## config.mk

```make
export PLATFORM = sky130hd
export DESIGN_NAME = serial_input_deserializer
export DESIGN_NICKNAME = d
export VERILOG_FILES = /design/src/rtl/serial_input_deserializer.sv
export SDC_FILE = /design/constraint.sdc
export NUM_CORES = 1
export LEC_CHECK = 0
export BUFFER_PORTS_ARGS = -buffer_cell sky130_fd_sc_hd__buf_4
export CAP_MARGIN = 0
export CORE_MARGIN = 5
export CORE_UTILIZATION = 55
export CTS_BUF_LIST = sky130_fd_sc_hd__clkbuf_4
export CTS_CLUSTER_DIAMETER = 200
export CTS_CLUSTER_SIZE = 25
export DETAILED_ROUTE_END_ITERATION = 7
export PLACE_DENSITY = 0.79
export SYNTH_ARGS = -nofsm -noshare
export SYNTH_HDL_FRONTEND = slang
export SYNTH_SLANG_ARGS = --single-unit
```

## constraint.sdc

```tcl
create_clock -name Sclk -period 1.55 [get_ports Sclk]
set_input_delay 0.155 -clock Sclk [delete_from_list [all_inputs] [get_ports Sclk]]
set_output_delay 0.155 -clock Sclk [all_outputs]
set_load 0.01 [all_outputs]
```

## src/rtl/serial_input_deserializer.sv

```systemverilog
// Collects DATA_W serial bits (MSB first, frame-qualified) into a sample, then commits it
// through a 3-stage write/flag/advance pipeline into a circular buffer address space.
module serial_input_deserializer #(
   parameter int DATA_W = 16,
   parameter int ADDR_W = 8
) (
   input  logic              Sclk,
   input  logic              Reset,
   input  logic              enable,
   input  logic              bit_en,
   input  logic              frame,
   input  logic              din,
   output logic [DATA_W-1:0] in_data,
   output logic              write_enable,
   output logic [ADDR_W-1:0] datawrite,
   output logic              in_flag,
   output logic [15:0]       word_cnt,
   output logic              framing_err
);

   localparam int CNT_W = $clog2(DATA_W + 1);

   typedef enum logic {IDLE, SHIFT} state_t;

   state_t              state_q;
   logic [CNT_W-1:0]    bit_cnt_q;
   logic [DATA_W-1:0]   shift_q;
   logic [DATA_W-1:0]   shift_d;
   logic [DATA_W-1:0]   msb_d;
   logic                last_bit;
   logic                done_q;
   logic                we_q;
   logic                flag_q;
   logic                ferr_q;
   logic [DATA_W-1:0]   data_q;
   logic [ADDR_W-1:0]   addr_q;
   logic [15:0]         cnt_q;

   assign shift_d  = {shift_q[DATA_W-2:0], din};
   assign msb_d    = {{(DATA_W-1){1'b0}}, din};
   assign last_bit = (bit_cnt_q == CNT_W'(DATA_W - 1));

   always_ff @(posedge Sclk) begin
      if (Reset) begin
         state_q   <= IDLE;
         bit_cnt_q <= '0;
         shift_q   <= '0;
         done_q    <= 1'b0;
         we_q      <= 1'b0;
         flag_q    <= 1'b0;
         ferr_q    <= 1'b0;
         data_q    <= '0;
         addr_q    <= '0;
         cnt_q     <= '0;
      end else begin
         done_q <= 1'b0;
         ferr_q <= 1'b0;
         if (!enable) begin
            state_q   <= IDLE;
            bit_cnt_q <= '0;
         end else if (bit_en) begin
            case (state_q)
               IDLE: begin
                  if (frame) begin
                     shift_q   <= msb_d;
                     bit_cnt_q <= CNT_W'(1);
                     state_q   <= SHIFT;
                  end
               end
               SHIFT: begin
                  // A frame mid-word restarts assembly with this bit as the new MSB
                  if (frame) begin
                     ferr_q    <= 1'b1;
                     shift_q   <= msb_d;
                     bit_cnt_q <= CNT_W'(1);
                  end else begin
                     shift_q <= shift_d;
                     if (last_bit) begin
                        done_q    <= 1'b1;
                        bit_cnt_q <= '0;
                        state_q   <= IDLE;
                     end else begin
                        bit_cnt_q <= bit_cnt_q + CNT_W'(1);
                     end
                  end
               end
            endcase
         end

         // Commit runs independently so a new frame can shift in underneath it
         we_q   <= done_q;
         flag_q <= we_q;
         if (done_q) data_q <= shift_q;
         if (flag_q) begin
            addr_q <= addr_q + ADDR_W'(1);
            cnt_q  <= cnt_q + 16'd1;
         end
      end
   end

   assign in_data      = data_q;
   assign write_enable = we_q;
   assign datawrite    = addr_q;
   assign in_flag      = flag_q;
   assign word_cnt     = cnt_q;
   assign framing_err  = ferr_q;

endmodule
```

### Word level (Yosys, flattened, before mapping)

Cells that the tools add are included.

| word-level totals | value |
|---|---|
| latch bits | 0 |
| register bits after elaboration | 66 |
| ROM bits | 0 |
| word-level logic and storage cells | 35 |
| RAM bits | 0 |
| output and inout bits | 43 |
| input bits | 6 |
| memories kept | 0 |

| operators by class | value |
|---|---|
| shifts and indexed selects | 0 |
| multiply operators | 0 |
| $lt $le $gt $ge | 0 |
| add/sub/neg operators | 3 |
| divide/modulo/power cells | 0 |
| equal/unequal tests | 2 |
| multiplexer cells | 12 |
| bitwise gates (word level) | 3 |
| reductions and logical operators | 5 |

Operators by type and width:

| operator | number |
|---|---|
| $mux W16 | 2 |
| $pmux W16 S2 | 1 |
| $add A16 B1 Y16 const B | 1 |
| $mux W5 | 3 |
| $pmux W5 S2 | 1 |
| $add A8 B1 Y8 const B | 1 |
| $add A5 B1 Y5 const B | 1 |
| $eq A5 B4 Y1 const B | 1 |
| $reduce_or A5 Y1 | 1 |
| $mux W1 | 4 |
| $reduce_or A4 Y1 | 1 |
| $not A1 Y1 | 3 |
| $reduce_and A3 Y1 | 1 |
| $ne A2 B2 Y1 const B | 1 |
| $pmux W1 S2 | 1 |
| $reduce_and A2 Y1 | 1 |
| $reduce_or A2 Y1 | 1 |

### Longest topological paths before layout

| depth | value |
|---|---|
| depth in word-level cells | 4 |
| gate-level depth with buffers | 5 |
| gate-level depth less buffers | 4 |

### Least setup slack after synthesis

No wires, ideal clock.

| path | value |
|---|---|
| kind | register to register |
| start point | register cnt_q[0] (netlist: word_cnt[0]) |
| end point | register cnt_q[14] (netlist: word_cnt[14]) |
| library setup time | 121 ps |
| arrival time | 1354 ps |
| path buffers | 0 |
| cell stages (with the launch flop) | 5 |
| clock period less this slack | 1474 ps |
| data required time | 1429 ps |
| setup slack | 76 ps |
| cells stage by stage | dfxtp_1 ha_1 nand2_1 nor4_1 mux2_2 |

| on the way | value |
|---|---|
| word-level cells in the longest chain between the ends | 1 |

RTL lines:

| item | line | text |
|---|---|---|
| start, declared | 37 | `logic [15:0] cnt_q;` |
| start signal, assigned | 96 | `cnt_q <= cnt_q + 16'd1;` |
| $add A16 B1 Y16 | 96 |  |

Every way passes these cells.
A chain may end at the register's enable or synchronous reset.

### Worst setup path in the final report

| path | value |
|---|---|
| start point | register cnt_q[2] (netlist: word_cnt[2]) |
| end point | register cnt_q[13] (netlist: word_cnt[13]) |

Same word-level chain as after synthesis.

==> impl_metrics.yaml <==
placement:
  dpl.hpwl_um: 3800
  io_buffer_count: 48
  placed_cell_area_um2: 3110
  dp_cells: 395
  gp_congestion: 0.855
timing:
  maxSlewViolCount: 0
  rsz0062_at_grt: "no"
  setup_viol: 0
  max_freq_mhz: 686
  post-route-period-util_pct: 94.1
  relSlewSlack_pct: 73.5
  fin_tns_setup_ns: 0
  finalHoldViolCount: 0
  skew_ns: 0.0117
  max_slew.worst_pin.slew_ns: 0.397
  layout_min_cycle_time_ns: 1.46
worst_setup_path:
  critPathKind: "reg2reg"
  cp-end-kind: "register"
  crit_required_ns: 1.83
  arrival_ns: 1.74
  r2r_setup_slack_ns: 0.09
  worstReg2RegStart: "word_cnt[2]"
  r2r_cells: 4
  cp_max_fo: 5
  rr_endpoint: "word_cnt[13]"
  start_kind: "register"
power_and_ir_drop:
  irDropWorstVdd_mv: 0.593
  totalPowerFinal_mw: 2.87
  power_density_nw_per_um2: 866
  total_leakage_power_nw: 1.31
clocking:
  cts_buffer_depth: 2
  htreeDepth: 3
  clk_pin_slew_ns: 0.11
  cts_tree: "done"
  cts_made_buffers: 9
  clock-root-buffer: "clkbuf_4"
  clkSinkCount: 66
  clkLatencyLatePin_ns: 0.38
cells_and_area:
  final_layout_size_suffix_gt1_share_pct: 25.5
  final_util_pct: 70.7
  regArea_um2: 1330
  fin_nets: 365
  instances_no_fill: 415
  area_growth_pct: 24.8
  final_area_um2: 3320
  final_cell_mix: "64 x buf_4, 63 x dfxtp_1, 35 x nor2_1"
  antenna_cells: 0
  n_fill_cell: 371
  final_common_cell: "buf_4"
  multiInputGateArea_um2: 1270
hold_path:
  hold_path_end: "in_data[1]"
  hold_depth: 2
  hold_path.class: "in2reg"
  worstHoldStart: "Reset"
floorplan:
  die_h_um: 79.5
  core_um2: 4690
  initial_utilization_pct: 56.6
  ios: 49
  dieArea_um2: 6320
  fp-row-count: 25
  die_w_um: 79.5
yosys:
  postSynthAreaPerCell_um2: 9.01
  syn_inst: 295
  syn_area_um2: 2660
  syn-num-nets: 304
  synth.distinct_cells: 34
  yosysWarnings: 0
  synth_seq_area_share_pct: 49.7
  synth-seq-cells: 66
routing:
  vias: 2268
  ant_nets: 0
  first_iter_violations: 118
  first_pass_iters: 4
  wl_um: 5530
  vias_per_cell: 5.47
  avgRoutedWirePerCell_um: 13.3
  drc: 0
global_route:
  grt_max_degree: 42
  antenna_found_initial: 0
  grtUsageTotal_pct: 19.0
  grt_pass1_vias: 2162
  grt_pass1_wl_um: 9500
  grt-ovfl-total: 0
run:
  max_cap_violations: 0
run_status:
  status: "complete, no violations"
-- per-layer routing --
metal | track usage [%] | vias up | routed length [um]
li1 | - | 1156 | -
met1 | 23.4 | 1052 | 2570
met2 | 31.3 | 53 | 2660
met3 | 4.63 | 7 | 229
met4 | 8.25 | 0 | 76
met5 | 0 | - | 0
-- registers in the layout, indices dropped and copies added (netlist names) --
| name | flops |
|---|---|
| word_cnt | 16 |
| state_q | 1 |
| datawrite | 8 |
| in_data | 16 |
| framing_err | 1 |
| shift_q | 16 |
| write_enable | 1 |
| bit_cnt_q | 5 |
| in_flag | 1 |
| done_q | 1 |
-- how the worst max path moves through the flow --
stage                 from           end  slack [ns]  depth (start not counted)
2_1_floorplan  word_cnt[0]  word_cnt[14]        0.08                          4
3_3_place_gp   word_cnt[5]  word_cnt[15]        0.02                          3
3_5_place_dp   word_cnt[5]  word_cnt[11]       -0.03                          3
4_1_cts        word_cnt[5]  word_cnt[11]        0.06                          3
5_1_grt        word_cnt[4]  word_cnt[14]        0.03                          3
6_report       word_cnt[2]  word_cnt[13]        0.09                          4
-- layout make-up --
type / count / area share [%]
multi-input cells: 210 / 38.4
clock inverters: 6 / 1.74
inverters: 2 / 0.226
well taps: 54 / 2.04
repair buffers: 67 / 15.4
clock buffers: 10 / 2.26
flip-flops and latches: 66 / 39.9
-- synth_stat cells (all sizes together) --
library cell   n  area share (%)
a31oi          1            0.24
o211a          1            0.38
o211ai         1            0.28
nand4          8             2.1
o31ai          2            0.56
nor2b         10             2.4
clkbuf         4            0.56
a41o           1            0.38
nor3           1            0.19
o21ai          9             1.7
nand4b         2            0.66
buf           13             2.6
nor2          35             4.9
mux2           7             3.0
mux2i         18             6.8
xnor2          2            0.66
nor4           7             1.6
or4            3            0.85
xor2           7             2.3
inv            2            0.28
and2b          1            0.28
a21oi         27             5.1
and3b          1            0.33
or3            5             1.2
nand2b         1            0.24
nand3         23             4.3
ha             3             1.4
a22oi          1            0.28
dfxtp         66              50
nand2         33             4.7
-- logic make-up after synthesis --
kind of cell / after synthesis / synth area share, %
XOR/XNOR: 9 / 2.97
AO/OA/AOI/OAI: 43 / 8.90
adder cells (fa/ha/maj): 3 / 1.41
multiplexers: 25 / 9.75
buffers and inverters: 19 / 3.48
AND/OR/NAND/NOR: 130 / 23.8
flip-flops: 66 / 49.7
-- repair_timing --
action                                 in CTS  in global routing
pin swaps                                   0                  1
setup endpoints to repair                   1                  5
endpoints found under the hold margin       3                  0
buffers inserted                            0                  1
hold buffers                                3                  0
resized for setup                           2                  5
-- power by group --
| group | leakage [nW] | internal, mW | switching, mW | total (mW) |
|---|---|---|---|---|
| registers | 0.533 | 1.70 | 0.00431 | 1.70 |
| clock network | 0.0776 | 0.500 | 0.581 | 1.08 |
| logic | 0.698 | 0.0291 | 0.0589 | 0.0879 |
-- critical path, stage by stage (launching register included) --
cell and delay (ns):
dfxtp_1 0.40, nand4_1 0.11, buf_4 0.17, nor4_1 0.31, mux2_2 0.37
-- per-stage QoR --
step	setup slack [ns]	hold slack, ns
floorplan	0.0756	0.291
global placement	0.0227	0.409
detailed placement	-0.0262	0.411
CTS	0.0598	0.148
global route	0.0276	0.165
finish	0.0922	0.171
Note: power is estimated with default switching activity, not from simulation.
